### config.mk
export PLATFORM = sky130hd
export DESIGN_NAME = alu_exec_seq_flat
export DESIGN_NICKNAME = d
export VERILOG_FILES = /design/src/rtl/alu_exec_seq_pkg.sv /design/src/rtl/alu_exec_seq_if.sv /design/src/rtl/alu_exec_seq_alu8.sv /design/src/rtl/alu_exec_seq.sv /design/src/flat_wrapper.sv
export SDC_FILE = /design/constraint.sdc
export NUM_CORES = 1
export LEC_CHECK = 0
export ABC_CLOCK_PERIOD_IN_PS = 3100
export CORE_MARGIN = 1
export CORE_UTILIZATION = 25
export CTS_BUF_LIST = sky130_fd_sc_hd__clkbuf_8 sky130_fd_sc_hd__clkbuf_16
export DETAILED_ROUTE_END_ITERATION = 8
export PLACE_DENSITY = 0.53
export REMOVE_ABC_BUFFERS = 1
export SKIP_CTS_REPAIR_TIMING = 1
export SLEW_MARGIN = 20
export SYNTH_ARGS = -nofsm -noshare
export SYNTH_HDL_FRONTEND = slang
export SYNTH_SLANG_ARGS = --single-unit
### constraint.sdc
create_clock -name clk -period 3.1 [get_ports clk]
set_input_delay 0.465 -clock clk [delete_from_list [all_inputs] [get_ports clk]]
set_output_delay 0.465 -clock clk [all_outputs]
set_load 0.03 [all_outputs]
### src/rtl/alu_exec_seq_pkg.sv
// alu_exec_seq_pkg: shared opcodes, state encoding and instruction field layout.
// Rev 1.0
`default_nettype none

package alu_exec_seq_pkg;

   localparam int DW_DEF = 8;
   localparam int AW_DEF = 3;
   localparam int IW_DEF = 16;

   localparam logic [2:0] OP_NOP = 3'b000;
   localparam logic [2:0] OP_ADD = 3'b001;
   localparam logic [2:0] OP_SUB = 3'b010;
   localparam logic [2:0] OP_AND = 3'b011;
   localparam logic [2:0] OP_OR  = 3'b100;
   localparam logic [2:0] OP_XOR = 3'b101;
   localparam logic [2:0] OP_LDI = 3'b110;
   localparam logic [2:0] OP_SHL = 3'b111;

   localparam int OP_MSB  = 15;
   localparam int OP_LSB  = 13;
   localparam int RD_MSB  = 12;
   localparam int RD_LSB  = 10;
   localparam int RS1_MSB = 9;
   localparam int RS1_LSB = 7;
   localparam int RS2_MSB = 6;
   localparam int RS2_LSB = 4;
   localparam int IMM_MSB = 7;
   localparam int IMM_LSB = 0;

   typedef enum logic [1:0] {
      ST_IDLE = 2'd0,
      ST_READ = 2'd1,
      ST_EXEC = 2'd2,
      ST_WB   = 2'd3
   } state_t;

   function automatic logic op_sets_carry(input logic [2:0] op);
      return (op == OP_ADD) || (op == OP_SUB) || (op == OP_SHL);
   endfunction

endpackage

`default_nettype wire

### src/rtl/alu_exec_seq_if.sv
// alu_exec_seq_if: instruction handshake plus register-file read/write ports.
// Rev 1.0
`default_nettype none

interface alu_exec_seq_if
   import alu_exec_seq_pkg::*;
#(
   parameter int DW = DW_DEF,
   parameter int AW = AW_DEF,
   parameter int IW = IW_DEF
);

   logic          in_valid;
   logic          in_ready;
   logic [IW-1:0] instr;
   logic [AW-1:0] read_add1;
   logic [AW-1:0] read_add2;
   logic [DW-1:0] read_data1;
   logic [DW-1:0] read_data2;
   logic          write_en;
   logic [AW-1:0] write_add;
   logic [DW-1:0] write_data;

   // master = instruction source plus register file; slave = the sequencer
   modport master (
      output in_valid, instr, read_data1, read_data2,
      input  in_ready, read_add1, read_add2, write_en, write_add, write_data
   );

   modport slave (
      input  in_valid, instr, read_data1, read_data2,
      output in_ready, read_add1, read_add2, write_en, write_add, write_data
   );

endinterface

`default_nettype wire

### src/rtl/alu_exec_seq_alu8.sv
// alu_exec_seq_alu8: combinational ALU producing result and carry/borrow.
// Rev 1.0
`default_nettype none

module alu_exec_seq_alu8
   import alu_exec_seq_pkg::*;
#(
   parameter int DW = DW_DEF
) (
   input  logic [2:0]    op,
   input  logic [DW-1:0] a,
   input  logic [DW-1:0] b,
   input  logic [DW-1:0] imm,
   output logic [DW-1:0] res,
   output logic          c
);

   always_comb begin
      res = '0;
      c   = 1'b0;
      case (op)
         OP_ADD: {c, res} = {1'b0, a} + {1'b0, b};
         OP_SUB: begin
            res = a - b;
            c   = (a < b);
         end
         OP_AND: res = a & b;
         OP_OR:  res = a | b;
         OP_XOR: res = a ^ b;
         OP_LDI: res = imm;
         OP_SHL: begin
            res = {a[DW-2:0], 1'b0};
            c   = a[DW-1];
         end
         default: ;
      endcase
   end

endmodule

`default_nettype wire

### src/rtl/alu_exec_seq.sv
// alu_exec_seq: four-state execute sequencer (IDLE/READ/EXEC/WB) in front of an 8x8 register file.
// Rev 1.0
`default_nettype none

module alu_exec_seq
   import alu_exec_seq_pkg::*;
#(
   parameter int DW = DW_DEF,
   parameter int AW = AW_DEF,
   parameter int IW = IW_DEF
) (
   input  logic              clk,
   input  logic              rst,
   alu_exec_seq_if.slave     bus,
   output logic              done,
   output logic              flag_z,
   output logic              flag_c,
   output logic [15:0]       retired
);

   state_t        state;
   logic          ready_q;
   logic [2:0]    op_q;
   logic [AW-1:0] rd_q;
   logic [DW-1:0] imm_q;
   logic [AW-1:0] ra1_q;
   logic [AW-1:0] ra2_q;
   logic [DW-1:0] opa_q;
   logic [DW-1:0] opb_q;
   logic          we_q;
   logic [AW-1:0] wa_q;
   logic [DW-1:0] wd_q;

   logic [IW-1:0] instr_w;
   logic [DW-1:0] alu_res;
   logic          alu_c;

   assign instr_w       = bus.instr;
   assign bus.in_ready  = ready_q;
   assign bus.read_add1 = ra1_q;
   assign bus.read_add2 = ra2_q;
   assign bus.write_en  = we_q;
   assign bus.write_add = wa_q;
   assign bus.write_data = wd_q;

   alu_exec_seq_alu8 #(.DW(DW)) u_alu (
      .op  (op_q),
      .a   (opa_q),
      .b   (opb_q),
      .imm (imm_q),
      .res (alu_res),
      .c   (alu_c)
   );

   always_ff @(posedge clk or negedge rst) begin
      if (!rst) begin
         state   <= ST_IDLE;
         ready_q <= 1'b1;
         op_q    <= OP_NOP;
         rd_q    <= '0;
         imm_q   <= '0;
         ra1_q   <= '0;
         ra2_q   <= '0;
         opa_q   <= '0;
         opb_q   <= '0;
         we_q    <= 1'b0;
         wa_q    <= '0;
         wd_q    <= '0;
         done    <= 1'b0;
         flag_z  <= 1'b0;
         flag_c  <= 1'b0;
         retired <= '0;
      end else begin
         we_q <= 1'b0;
         done <= 1'b0;
         case (state)
            ST_IDLE: begin
               if (bus.in_valid) begin
                  op_q    <= instr_w[OP_MSB:OP_LSB];
                  rd_q    <= AW'(instr_w[RD_MSB:RD_LSB]);
                  imm_q   <= DW'(instr_w[IMM_MSB:IMM_LSB]);
                  ra1_q   <= AW'(instr_w[RS1_MSB:RS1_LSB]);
                  ra2_q   <= AW'(instr_w[RS2_MSB:RS2_LSB]);
                  ready_q <= 1'b0;
                  state   <= ST_READ;
               end
            end
            ST_READ: begin
               opa_q <= bus.read_data1;
               opb_q <= bus.read_data2;
               state <= ST_EXEC;
            end
            ST_EXEC: begin
               // Outputs are registered on leaving EXEC so they are live for the whole retire slot
               done    <= 1'b1;
               retired <= retired + 16'd1;
               if (op_q == OP_NOP) begin
                  ready_q <= 1'b1;
                  state   <= ST_IDLE;
               end else begin
                  we_q   <= 1'b1;
                  wa_q   <= rd_q;
                  wd_q   <= alu_res;
                  flag_z <= (alu_res == '0);
                  if (op_sets_carry(op_q)) begin
                     flag_c <= alu_c;
                  end
                  state <= ST_WB;
               end
            end
            ST_WB: begin
               ready_q <= 1'b1;
               state   <= ST_IDLE;
            end
            default: begin
               ready_q <= 1'b1;
               state   <= ST_IDLE;
            end
         endcase
      end
   end

endmodule

`default_nettype wire

### src/flat_wrapper.sv
// flat-port wrapper written by rule: the top's interface ports become plain ports
module alu_exec_seq_flat import alu_exec_seq_pkg::*;
#(
   parameter int DW = DW_DEF,
   parameter int AW = AW_DEF,
   parameter int IW = IW_DEF
)
  (clk, rst, done, flag_z, flag_c, retired, bus_in_valid, bus_instr, bus_read_data1, bus_read_data2, bus_in_ready, bus_read_add1, bus_read_add2, bus_write_en, bus_write_add, bus_write_data);
  alu_exec_seq_if #(.DW(DW), .AW(AW), .IW(IW)) bus_i ();
  input  logic clk;
  input  logic rst;
  output logic done;
  output logic flag_z;
  output logic flag_c;
  output logic [15:0] retired;
  input wire logic [$bits(bus_i.in_valid)-1:0] bus_in_valid;
  input wire logic [$bits(bus_i.instr)-1:0] bus_instr;
  input wire logic [$bits(bus_i.read_data1)-1:0] bus_read_data1;
  input wire logic [$bits(bus_i.read_data2)-1:0] bus_read_data2;
  output wire logic [$bits(bus_i.in_ready)-1:0] bus_in_ready;
  output wire logic [$bits(bus_i.read_add1)-1:0] bus_read_add1;
  output wire logic [$bits(bus_i.read_add2)-1:0] bus_read_add2;
  output wire logic [$bits(bus_i.write_en)-1:0] bus_write_en;
  output wire logic [$bits(bus_i.write_add)-1:0] bus_write_add;
  output wire logic [$bits(bus_i.write_data)-1:0] bus_write_data;
  assign bus_i.in_valid = bus_in_valid;
  assign bus_i.instr = bus_instr;
  assign bus_i.read_data1 = bus_read_data1;
  assign bus_i.read_data2 = bus_read_data2;
  assign bus_in_ready = bus_i.in_ready;
  assign bus_read_add1 = bus_i.read_add1;
  assign bus_read_add2 = bus_i.read_add2;
  assign bus_write_en = bus_i.write_en;
  assign bus_write_add = bus_i.write_add;
  assign bus_write_data = bus_i.write_data;
  alu_exec_seq #(.DW(DW), .AW(AW), .IW(IW)) u_core (.clk(clk), .rst(rst), .bus(bus_i), .done(done), .flag_z(flag_z), .flag_c(flag_c), .retired(retired));
endmodule
==> impl_metrics.env <==
export IMPL_status="completed"
export IMPL_path_class="reg -> reg"
export IMPL_timing_final_crit_share_pct=83.0
export IMPL_first_iter_violations=144
export IMPL_rsz0062_at_grt="no"
export IMPL_pwr_share_clk_pct=19.2
export IMPL_cts_tree="done"
export IMPL_synth_edff_count=0
export IMPL_dpl_cell_area_mm2=0.00487
export IMPL_layout_commonest_cell="clkdlybuf4s50_1"
export IMPL_worst_setup_path_start_kind="flip-flop"
export IMPL_cp_end_kind="flip-flop"
export IMPL_clock_sinks=66
export IMPL_start_util_pct=26.0
export IMPL_synth_cells=409
export IMPL_io_buffers=72
export IMPL_switchingPower_mw=2.75
export IMPL_drt_pass1_iter_count=4
export IMPL_powerDensity_mw_per_mm2=1190
export IMPL_cts_buffers_inserted=9
export IMPL_final_setup_skew_ps=9.46
export IMPL_setup_violations=0
export IMPL_dp_hpwl_mm=7.81
export IMPL_slowest_delay_ps=480
export IMPL_antenna_found_initial=0
export IMPL_ioPinCount=73
export IMPL_ant_nets=0
export IMPL_max_clock_path_buffers=2
export IMPL_syn2layout_area_growth_pct=30.7
export IMPL_wirelength_mm=10.4
export IMPL_num_nets_final=548
export IMPL_ys_seq_area_share_pct=41.4
export IMPL_arrival_ps=2790
export IMPL_p_int_mw=3.46
export IMPL_coreArea_mm2=0.0154
export IMPL_die_h_um=128
export IMPL_grt_pass1_vias=3265
export IMPL_p_comb_share_pct=55.8
export IMPL_synthArstFlopShare_pct=100
export IMPL_n_antenna_cell=0
export IMPL_via_per_inst=4.53
export IMPL_drive_above_1_share_pct=11.7
export IMPL_yosys_warnings=0
export IMPL_die_w_um=128
export IMPL_synth_seq_cells=66
export IMPL_hp_class="in -> async"
export IMPL_yosysUniqueCellTypes=57
export IMPL_cp_cell_sequence="inv_1, ha_1, nor3_1, o31ai_1, a21oi_1, or3_1, a32o_1, nand4_1, o31ai_2"
export IMPL_p_leak_nw=2.29
export IMPL_cts_root_buf="clkbuf_16"
export IMPL_fin_crit_ps=2570
export IMPL_crit_buf_inv=1
export IMPL_htreeDepth=3
export IMPL_fmax_mhz=389
export IMPL_grt_ovfl_total=0
export IMPL_grt_use_total_pct=13.9
export IMPL_wire_per_inst_um=15.0
export IMPL_crit_path_max_fanout=10
export IMPL_synth_ff_type="dfrtp_1"
export IMPL_grt_pass1_wl_mm=17.4
export IMPL_grt_max_degree=35
export IMPL_tightestPinTransition_ps=902
export IMPL_tns_ps=0
export IMPL_p_sw_share_pct=44.3
export IMPL_fillers=1575
export IMPL_irDropWorstVdd_v=0.000479
export IMPL_cp_slowest_cell="ha_1"
export IMPL_dieArea_mm2=0.0165
export IMPL_fin_hold_ws_ps=32.0
export IMPL_path_clk_slew_ps=60
export IMPL_finalHoldViolations=0
export IMPL_final_cell_mix="clkdlybuf4s50_1, dfrtp_1, nand2_1, o21ai_0"
export IMPL_p_seq_share_pct=25.0
export IMPL_fin_area_mm2=0.00522
export IMPL_worstSkewPairLatency_ps=340
export IMPL_vias=3157
export IMPL_remaining_drc_errors=0
export IMPL_required_ps=3320
export IMPL_place_congestion=0.857
export IMPL_finalMaxSlewViolations=0
export IMPL_slew_headroom_pct=39.7
export IMPL_critPathTopFamily="compound AO/OA/AOI/OAI gates"
export IMPL_std_cell_rows=45
export IMPL_netlist_area_mm2=0.00399
export IMPL_maxCapViolations=0
export IMPL_syn_area_per_cell_um2=9.76
[cells in the mapped netlist, drive strengths merged (3+ instances only)]
master / n / area (um^2)
ha: 30 / 375
nand2: 56 / 210
a31oi: 5 / 31.3
nor2: 24 / 90.1
clkbuf: 13 / 120
a21oi: 21 / 109
and3: 5 / 31.3
mux4: 3 / 71.3
nand3: 12 / 60.1
buf: 7 / 45.0
mux2i: 5 / 50.1
dfrtp: 65 / 1630
xnor2: 13 / 114
o31ai: 8 / 70.1
nor2b: 7 / 43.8
o21ai: 34 / 170
nand4: 3 / 18.8
o221ai: 3 / 32.5
xor2: 6 / 52.6
mux2: 19 / 214
inv: 30 / 113
nor3: 8 / 40.0
[worst register-to-register path, delay by kind of cell, from the launching register on]
kind / cells / cell delay [ps]
AO/OA/AOI/OAI: 4 / 910
AND/OR/NAND/NOR: 3 / 600
adder cells (fa/ha/maj): 1 / 480
buffers and inverters: 1 / 90
flip-flops: 1 / 370
[flip-flops by register name, summed over array words and instances (netlist names)]
name,cells
u_core.imm_q,5
u_core.bus.read_add1,3
u_core.bus.write_data,8
u_core.rd_q,3
u_core.opa_q,8
u_core.bus.in_ready,1
u_core.retired,16
u_core.flag_z,1
u_core.state,2
u_core.done,1
u_core.flag_c,1
u_core.opb_q,8
u_core.op_q,3
u_core.bus.write_en,1
u_core.bus.read_add2,2
u_core.bus.write_add,3
[layout make-up]
| cell class | instances | area (um^2) | share of cell area (%) |
|---|---|---|---|
| clock inverters | 7 | 119 | 2.28 |
| multi-input cells | 292 | 2060 | 39.4 |
| inverters | 31 | 116 | 2.23 |
| repair buffers | 81 | 783 | 15.0 |
| flip-flops and latches | 66 | 1650 | 31.7 |
| well taps | 211 | 264 | 5.06 |
| clock buffers | 9 | 225 | 4.32 |
[final timing paths]
path	startpoint	to	slack, ps	cells after the start
setup / recovery	u_core.opa_q[2]	u_core.flag_z	530	9
hold / removal	rst	u_core.retired[3]	30	1
setup reg to reg	u_core.opa_q[2]	u_core.flag_z	530	9
hold reg to reg	u_core.retired[15]	u_core.retired[15]	460	1
max in group asynchronous	rst	u_core.bus.in_ready	2270	2
min in group clk	u_core.retired[15]	u_core.retired[15]	460	1
[per-stage QoR]
| stage | cells | utilization [%] | total power [mW] | worst slack, ps |
|---|---|---|---|---|
| after floorplan | 389 | - | 3.87 | 819 |
| after global placement | 681 | 31.7 | 5.03 | 621 |
| after detailed placement | 681 | 31.7 | 5.05 | 553 |
| after CTS | 697 | 33.9 | 6.28 | 525 |
| after global routing | 697 | 33.9 | 6.73 | 340 |
| final | 697 | 33.9 | 6.21 | 526 |
[power groups by stage]
stage	Clock, mW	Sequential [mW]	Combinational (mW)
detailed placement	0	1.57	3.48
global route	1.26	1.61	3.85
finish	1.19	1.55	3.47
floorplan	0	1.85	2.02
CTS	1.23	1.56	3.50
global placement	0	1.55	3.48
[kinds of logic (layout without fill, tap and decap cells)]
logic type	count (synthesis)	in the layout	share of synthesized area [%]
mux	27	27	8.40
xor+xnor	19	19	4.17
simple gates	125	125	14.4
buf+inv	51	128	7.05
flops	66	66	41.4
fa+ha+maj	32	32	10.4
compound gates	89	89	14.2
[metal layers]
metal  vias up  part of all wire, %  routed length (um)  GRT usage (%)
li1       1554                    -                   -              -
met5         -                    0                   0              0
met2        86                   48                5000           22.7
met1      1501                   46                4780           17.6
met3        16                  4.6                 475           3.66
met4         0                  1.7                 179           5.26
(Power assumes the default switching activity.)
